[src/rtl/counter_sched_pkg.sv]
// Shared types and the round-robin pick function for counter_sched.
// Build option: COUNTER_SCHED_PROPS_EN compiles embedded properties into counter_sched.
package counter_sched_pkg;

  typedef enum logic [1:0] {IDLE, RUN, DONE} state_t;

  localparam int unsigned RR_MAXN = 32;

  typedef struct packed {
    logic       valid;
    logic [4:0] idx;
  } rr_pick_t;

  // First set bit of req[n-1:0], scanning from ptr upward and wrapping to 0.
  function automatic rr_pick_t rr_pick(input logic [RR_MAXN-1:0] req,
                                       input int unsigned n,
                                       input int unsigned ptr);
    rr_pick_t    p;
    int unsigned i;
    p = '0;
    for (int unsigned k = 0; k < RR_MAXN; k++) begin
      i = ptr + k;
      if (i >= n) i = i - n;
      if (k < n && !p.valid && req[i[4:0]]) begin
        p.valid = 1'b1;
        p.idx   = i[4:0];
      end
    end
    return p;
  endfunction

endpackage

[src/rtl/counter_sched_rr_arbiter.sv]
// Combinational round-robin picker over N request bits (N <= 32), starting at ptr.
module rr_arbiter
  import counter_sched_pkg::*;
#(
  parameter  int unsigned N  = 3,
  localparam int unsigned IW = $clog2(N)
) (
  input  logic [N-1:0]  req,
  input  logic [IW-1:0] ptr,
  output logic          valid,
  output logic [IW-1:0] idx
);

  rr_pick_t pick;

  always_comb begin
    pick  = rr_pick(RR_MAXN'(req), N, 32'(ptr));
    valid = pick.valid;
    idx   = pick.idx[IW-1:0];
  end

endmodule

[src/rtl/counter_sched.sv]
// Round-robin scheduler sharing one W-bit up-counter between N requesters.
// Define COUNTER_SCHED_PROPS_EN to compile in the embedded safety/liveness properties.
module counter_sched
  import counter_sched_pkg::*;
#(
  parameter  int unsigned N  = 3,
  parameter  int unsigned W  = 10,
  localparam int unsigned IW = $clog2(N)
) (
  input  logic            clk,
  input  logic            rst,
  input  logic [N-1:0]    req,
  input  logic [N*W-1:0]  len,
  output logic [N-1:0]    gnt,
  output logic            busy,
  output logic [W-1:0]    count,
  output logic            done,
  output logic [IW-1:0]   done_id
);

  state_t        state;
  logic [IW-1:0] ptr;
  logic [IW-1:0] owner;
  logic [IW-1:0] owner_nxt;
  logic [W-1:0]  lat_len;
  logic [W-1:0]  pick_len;
  logic [IW-1:0] pick_idx;
  logic          pick_valid;

  rr_arbiter #(.N(N)) u_arb (
    .req   (req),
    .ptr   (ptr),
    .valid (pick_valid),
    .idx   (pick_idx)
  );

  always_comb begin
    pick_len = '0;
    for (int unsigned i = 0; i < N; i++)
      if (pick_idx == IW'(i)) pick_len = len[i*W +: W];
    owner_nxt = (owner == IW'(N-1)) ? '0 : owner + IW'(1);
  end

  always_ff @(posedge clk or negedge rst) begin
    if (!rst) begin
      state   <= IDLE;
      gnt     <= '0;
      busy    <= 1'b0;
      count   <= '0;
      done    <= 1'b0;
      done_id <= '0;
      ptr     <= '0;
      owner   <= '0;
      lat_len <= '0;
    end else begin
      case (state)
        IDLE: begin
          done <= 1'b0;
          if (pick_valid) begin
            gnt     <= {{(N-1){1'b0}}, 1'b1} << pick_idx;
            owner   <= pick_idx;
            lat_len <= pick_len;
            count   <= '0;
            busy    <= 1'b1;
            state   <= RUN;
          end
        end
        RUN: begin
          if (!req[owner]) begin
            // Abort: release without a done pulse, still advance priority.
            state <= IDLE;
            gnt   <= '0;
            busy  <= 1'b0;
            count <= '0;
            ptr   <= owner_nxt;
          end else if (count == lat_len) begin
            state   <= DONE;
            done    <= 1'b1;
            done_id <= owner;
          end else begin
            count <= count + W'(1);
          end
        end
        DONE: begin
          done  <= 1'b0;
          state <= IDLE;
          gnt   <= '0;
          busy  <= 1'b0;
          count <= '0;
          ptr   <= owner_nxt;
        end
        default: begin
          state <= IDLE;
          gnt   <= '0;
          busy  <= 1'b0;
          count <= '0;
          done  <= 1'b0;
        end
      endcase
    end
  end

`ifdef COUNTER_SCHED_PROPS_EN
  a_gnt_onehot: assert property (@(posedge clk) disable iff (!rst) $onehot0(gnt));
  a_count_le:   assert property (@(posedge clk) disable iff (!rst) count <= lat_len);
  a_done_gnt:   assert property (@(posedge clk) disable iff (!rst) done |-> gnt[done_id]);

  for (genvar g = 0; g < N; g++) begin : g_req_props
    m_req_hold: assume property (@(posedge clk) disable iff (!rst)
      (req[g] && !(done && done_id == IW'(g))) |=> req[g]);
    a_live: assert property (@(posedge clk) disable iff (!rst)
      req[g] |-> s_eventually gnt[g]);
  end
`endif

endmodule

[config.mk]
export PLATFORM = sky130hd
export DESIGN_NAME = counter_sched
export DESIGN_NICKNAME = d
export VERILOG_FILES = /design/src/rtl/counter_sched_pkg.sv /design/src/rtl/counter_sched_rr_arbiter.sv /design/src/rtl/counter_sched.sv
export SDC_FILE = /design/constraint.sdc
export NUM_CORES = 1
export LEC_CHECK = 0
export CAP_MARGIN = 20
export CORE_ASPECT_RATIO = 1.5
export CORE_MARGIN = 5
export CORE_UTILIZATION = 52
export CTS_CLUSTER_DIAMETER = 30
export DETAILED_ROUTE_END_ITERATION = 16
export PLACE_DENSITY = 0.9
export SETUP_SLACK_MARGIN = 0.1
export SLEW_MARGIN = 20
export SYNTH_ARGS = -nofsm -noshare
export SYNTH_HDL_FRONTEND = slang
export SYNTH_SLANG_ARGS = --single-unit
[constraint.sdc]
create_clock -name clk -period 4.5 [get_ports clk]
set_input_delay 1.35 -clock clk [delete_from_list [all_inputs] [get_ports clk]]
set_output_delay 1.35 -clock clk [all_outputs]
set_load 0.01 [all_outputs]
==> flow_summary.ini, run 1 <==
[outcome]
status = finished clean

[worst_setup_path]
worstPathCellList = clkdlybuf4s50_1 > a21oi_1 > a222oi_1 > nand2_1 > o221ai_1 > buf_4 > mux2i_1 > o221ai_1
path_max_fanout = 7
crit_family = compound AO/OA/AOI/OAI gates
max_stage_delay_ns = 0.55
cp.arrival_ns = 3.63
cp.required_ns = 4.64
slowest_stage = clkdlybuf4s50_1
cp-end-kind = flip-flop
worst_path_most_repeated_cell = o221ai_1
timing.critical_path.buf_inv = 2
path_class = primary input to flip-flop
start_kind = primary input

[power]
p_total_mw = 1.653
leakage_nw = 1.165
ir_drop_v = 0.0004505
power_density_nw_per_um2 = 629.9

[min_path]
hold_path.class = flip-flop to flip-flop

[yosys]
ys_types = 43
syn_nets = 250
synth_area_leaders = dfrtp_1 42%, mux2i_1 5.5%, nand2_1 5.3%
synthArstFlopShare_pct = 100.0
yosys.area.top_type = dfrtp_1
synth_area_um2 = 1987
yosysWarnings = 0
avgSynthCellArea_um2 = 9.552
synth-edff-count = 0
synthCells = 208
yosysSeqAreaShare_pct = 41.56
synth-seq-cells = 33
synth_top_flop_cell = dfrtp_1
synth.top_cell.area_share_pct = 41.56

[timing]
clock_skew_ns = 0.006317
max_slew_margin_pct = 58.17
hold_violations = 0
slew_violations = 0
setup_violations = 0
fin_setup_tns_ns = 0
rsz0062_at_grt = false
max_freq_ghz = 0.2871
min_period_over_period_pct = 77.40
worstMarginPinSlew_ns = 0.6232
period_minus_slack_ns = 3.483
hold_slack_ns = 0.4877
setup_ws_ns = 1.017

[finish]
post-route-cell-area_um2 = 2624
drive_gt1_share_pct = 7.252
area_delta_synth_final_pct = 32.05
nNetsFinal = 303
final_common_cell = clkdlybuf4s50_1
antenna_cells = 0
fin_cells = 305
final_cell_mix = 51 x clkdlybuf4s50_1, 33 x dfrtp_1, 28 x nand2_1
fillCellCount = 269
final_util_pct = 71.25

[routing]
drtIter0Drc = 102
vias = 1780
drc_errors = 0
finalWirelength_um = 5063
wl_per_cell_um = 16.60
ant_nets = 0
vias_per_cell = 5.836
dr.pass1.iters = 4

[floorplanning]
io_pins = 52
die-area_um2 = 5183
rows = 27
die_h_um = 85.71
start_util_pct = 53.96
dieWidth_um = 60.47
core_area_um2 = 3682

[clock_tree]
post_cts_resized = 0
clkTransAtPathRegs_ns = 0.06
clk_latency_ns = 0.29
clockBufferDepth = 2
cts_root_buf = clkbuf_8
ctsHoldBuffers = 0
h-tree-depth = 2
cts_post_setup_buffers_inserted = 0
cts_buffers = 5
cts_tree = built
clock_sink_count = 33

[global_routing]
antenna_found_initial = 0
grt_pass1_vias = 1840
overflow = 0
grtUsageTotal_pct = 21.31
grt_max_degree = 34
grt_pass1_wl_um = 8383

[place]
dp_hpwl_um = 3814
gp_congestion = 0.8664
dp.cells = 297
portBuffers = 51
post_dp_cell_area_um2 = 2541
place_ws_ns = 0.7650

[run]
maxCapViolCount = 0
## area by class of cell
type / instances / area, um2 / area share (%)
inverter: 16 / 60.06 / 2.289
tap: 43 / 53.80 / 2.051
multi-input combinational: 150 / 1061 / 40.44
timing repair buffer: 55 / 540.5 / 20.60
sequential: 33 / 825.8 / 31.47
clock buffer: 6 / 72.57 / 2.766
clock inverter: 2 / 10.01 / 0.3815
## state kept, by name, indices dropped and copies added, names as in the netlist
name     count
gnt          3
ptr          2
count       10
done         1
busy         1
lat_len     10
done_id      2
owner        2
state        2
## cell families (layout without fill, tap and decap cells)
group                    after synthesis  in the layout  share of synthesized area (%)
AO/OA/AOI/OAI                         52             52                          19.77
XOR/XNOR                              10             10                          4.408
adder cells (fa/ha/maj)                7              7                          4.408
buffers and inverters                 25             79                          5.038
flip-flops                            33             33                          41.56
multiplexers                          13             13                          6.675
AND/OR/NAND/NOR                       68             68                          18.14
## routing by layer
layer  vias to the layer above  GRT usage, %  share of wire, %
li1                        852             -                 -
met1                       864         24.21                39
met2                        53         37.30                55
met3                        11         4.518               3.6
met4                         0         9.073               2.4
met5                         -             0                 0
## worst paths after layout
path	start	end	slack (ns)	depth (start not counted)
max in group asynchronous	rst	lat_len[3]	2.72	2
hold / removal	busy	busy	0.49	2
setup / recovery	req[0]	lat_len[5]	1.02	8
min in group asynchronous	rst	gnt[2]	1.45	2
hold reg to reg	busy	busy	0.49	2
setup reg to reg	ptr[1]	lat_len[5]	1.59	9
## cell usage after synthesis, drive strengths merged (2+ instances only)
library cell  instances
a21boi                2
a21o                  5
a21oi                12
and3b                 3
buf                   4
clkbuf                5
dfrtp                33
ha                    7
inv                  16
mux2                  2
mux2i                11
nand2                28
nand2b                5
nand3                 3
nand4                 3
nor2                  8
nor2b                 3
nor4                  2
o21ai                 8
o221ai                8
o22ai                 2
o31ai                 5
o41ai                 3
or2                   4
or3                   3
or4                   4
xnor2                 8
xor2                  2
## worst register-to-register path, cell delays in order, from the launching register on
cell and delay, ns:
dfrtp_1 0.46, inv_1 0.11, ha_1 0.38, nand2b_1 0.20
a222oi_1 0.38, nand2_1 0.14, o221ai_1 0.49, buf_4 0.27
mux2i_1 0.20, o221ai_1 0.12
## report_power, final
group | total, mW | switching, mW | leakage, nW | internal (mW)
clock network | 0.219 | 0.112 | 0.0450 | 0.107
logic | 0.949 | 0.514 | 0.690 | 0.435
registers | 0.485 | 0.0881 | 0.430 | 0.397
(Power assumes the default switching activity.)
==> run 2, diff against run 1 <==
--- a/config.mk
+++ b/config.mk
@@ -8,10 +8,10 @@
 export CAP_MARGIN = 20
 export CORE_ASPECT_RATIO = 1.5
 export CORE_MARGIN = 5
-export CORE_UTILIZATION = 52
+export CORE_UTILIZATION = 44
 export CTS_CLUSTER_DIAMETER = 30
 export DETAILED_ROUTE_END_ITERATION = 16
-export PLACE_DENSITY = 0.9
+export PLACE_DENSITY = 0.81
 export SETUP_SLACK_MARGIN = 0.1
 export SLEW_MARGIN = 20
 export SYNTH_ARGS = -nofsm -noshare
==> constraint.sdc (replaced) <==
create_clock -name clk -period 2.85 [get_ports clk]
set_input_delay 0.855 -clock clk [delete_from_list [all_inputs] [get_ports clk]]
set_output_delay 0.855 -clock clk [all_outputs]
set_load 0.01 [all_outputs]
==> run 2 against run 1 <==
  * Routed wire length up 1.8%
  * Worst hold slack worse by 0.017 ns
  * Clock skew about the same
  * Clock power up 49%
==> flow_summary.ini, run 2 (synthesis results as in run 1) <==
[clock_tree]
clockBufferDepth = 2
clock_sink_count = 33
cts_root_buf = clkbuf_8
h-tree-depth = 2
clk_latency_ns = 0.29
cts_buffers = 5
cts_tree = built
clkTransAtPathRegs_ns = 0.07
ctsHoldBuffers = 0

[finish]
drive_gt1_share_pct = 14.55
nNetsFinal = 318
register_area_um2 = 828.3
final_cell_mix = 48 x clkdlybuf4s50_1, 31 x dfrtp_1, 28 x nand2_1
area_delta_synth_final_pct = 39.42
fin_cells = 323
multi_input_area_um2 = 1086
final_common_cell = clkdlybuf4s50_1
post-route-cell-area_um2 = 2770
reg_top3 = count x10, lat_len x10, gnt x3
antenna_cells = 0
fillCellCount = 379

[min_path]
hold_depth = 2
hold_start = gnt[2]
whs_endpoint = gnt[2]
hold_path.class = flip-flop to flip-flop

[timing]
worstMarginPinSlew_ns = 0.5726
setup_ws_ns = 0.2157
max_freq_ghz = 0.3796
setup_violations = 0
period_minus_slack_ns = 2.634
slew_violations = 0
rsz0062_at_grt = false
hold_violations = 0
fin_setup_tns_ns = 0
min_period_over_period_pct = 92.43
max_slew_margin_pct = 61.48
clock_skew_ns = 0.005964

[worst_setup_path]
start_kind = primary input
cp.arrival_ns = 2.85
cp-end-kind = flip-flop
cp.required_ns = 3.07
worst_path_most_repeated_cell = a21oi_1
rrSetupSlack_ns = 0.24
max_stage_delay_ns = 0.51
slowest_stage = or4_1
rr_worst_depth = 9
path_class = primary input to flip-flop
r2r-start = ptr[1]
path_max_fanout = 11
worstPathCellList = dlygate4sd2_1 > a21oi_1 > a222oi_1 > buf_4 > and4bb_4 > a21o_4 > or4_1 > a21oi_1
rr_endpoint = count[7]

[place]
dp.cells = 316
dp_hpwl_um = 3781
place_ws_ns = -0.2813
post_dp_cell_area_um2 = 2665
portBuffers = 51
gp_congestion = 0.8174

[routing]
dr.pass1.iters = 6
drtIter0Drc = 110
finalWirelength_um = 5152
vias = 1794
wl_per_cell_um = 15.95
vias_per_cell = 5.554
ant_nets = 0
drc_errors = 0

[power]
p_total_mw = 2.899
power_density_nw_per_um2 = 1047
ir_drop_v = 0.0005230
leakage_nw = 1.242

[run]
maxCapViolCount = 0

[floorplanning]
die-area_um2 = 5987
die_h_um = 92.30
start_util_pct = 44.48
core_area_um2 = 4467
dieWidth_um = 64.87
rows = 30
io_pins = 52

[global_routing]
grt_pass1_vias = 1858
overflow = 0
grt_pass1_wl_um = 8735
antenna_found_initial = 0
grt_max_degree = 34
grtUsageTotal_pct = 18.63

[outcome]
status = finished clean
run 2: cell types whose count changed in the layout (fill, tap and decap cells not counted), sizes merged:
cell | before | now
clkdlybuf4s50 | 51 | 48
clkinv | 2 | 1
dlygate4sd2 | 0 | 3
buf | 4 | 19
clkbuf | 6 | 5
run 2: timing repair:
item | 4_1_cts | 5_1_grt
buffers inserted | 1 | 0
pin swaps | 2 | 1
gates resized for setup | 6 | 5
endpoints found under the setup margin | 15 | 17
hold endpoints to repair | 0 | 0
run 2: metal layers:
metal / share of wire [%] / vias to the layer above / wire length [um] / global-route usage [%]
met5: 0 / - / 0 / 0
met4: 1.7 / 0 / 89 / 7.584
met3: 4.5 / 7 / 231 / 4.005
met2: 53 / 50 / 2746 / 33.30
met1: 40 / 855 / 2086 / 21.00
li1: - / 882 / - / -
run 2: report_power, final:
group / switching (mW) / internal (mW)
registers: 0.133 / 0.629
clock network: 0.167 / 0.161
logic: 0.889 / 0.921
run 2: cell type report:
class,count,area share (%)
Inverter,16,2.168
Clock inverter,1,0.1807
Timing Repair Buffer,70,23.89
Tap cell,48,2.168
Multi-Input combinational cell,150,39.20
Sequential cell,33,29.90
Clock buffer,5,2.484
run 2: worst max path at each step:
stage,from,endpoint,slack [ns]
final,req[0],count[7],0.22
after global routing,ptr[1],count[5],0.11
after CTS,ptr[0],count[7],0.14
after detailed placement,req[0],lat_len[1],-0.28
after global placement,req[0],count[5],-0.18
after floorplan,ptr[0],count[9],0.39
run 2: stage by stage:
step           hold WS [ns]  util (%)
3_5_place_dp         0.4596     59.66
4_1_cts              0.4748     61.74
3_3_place_gp         0.4605     59.66
2_1_floorplan        0.4703         -
5_1_grt              0.5226     62.02
6_report             0.4710     62.02
run 2: critical path: cells and delay by family:
kind	cells	cell delay (ns)
simple gates	2	0.74
buf+inv	2	0.45
compound gates	4	0.79
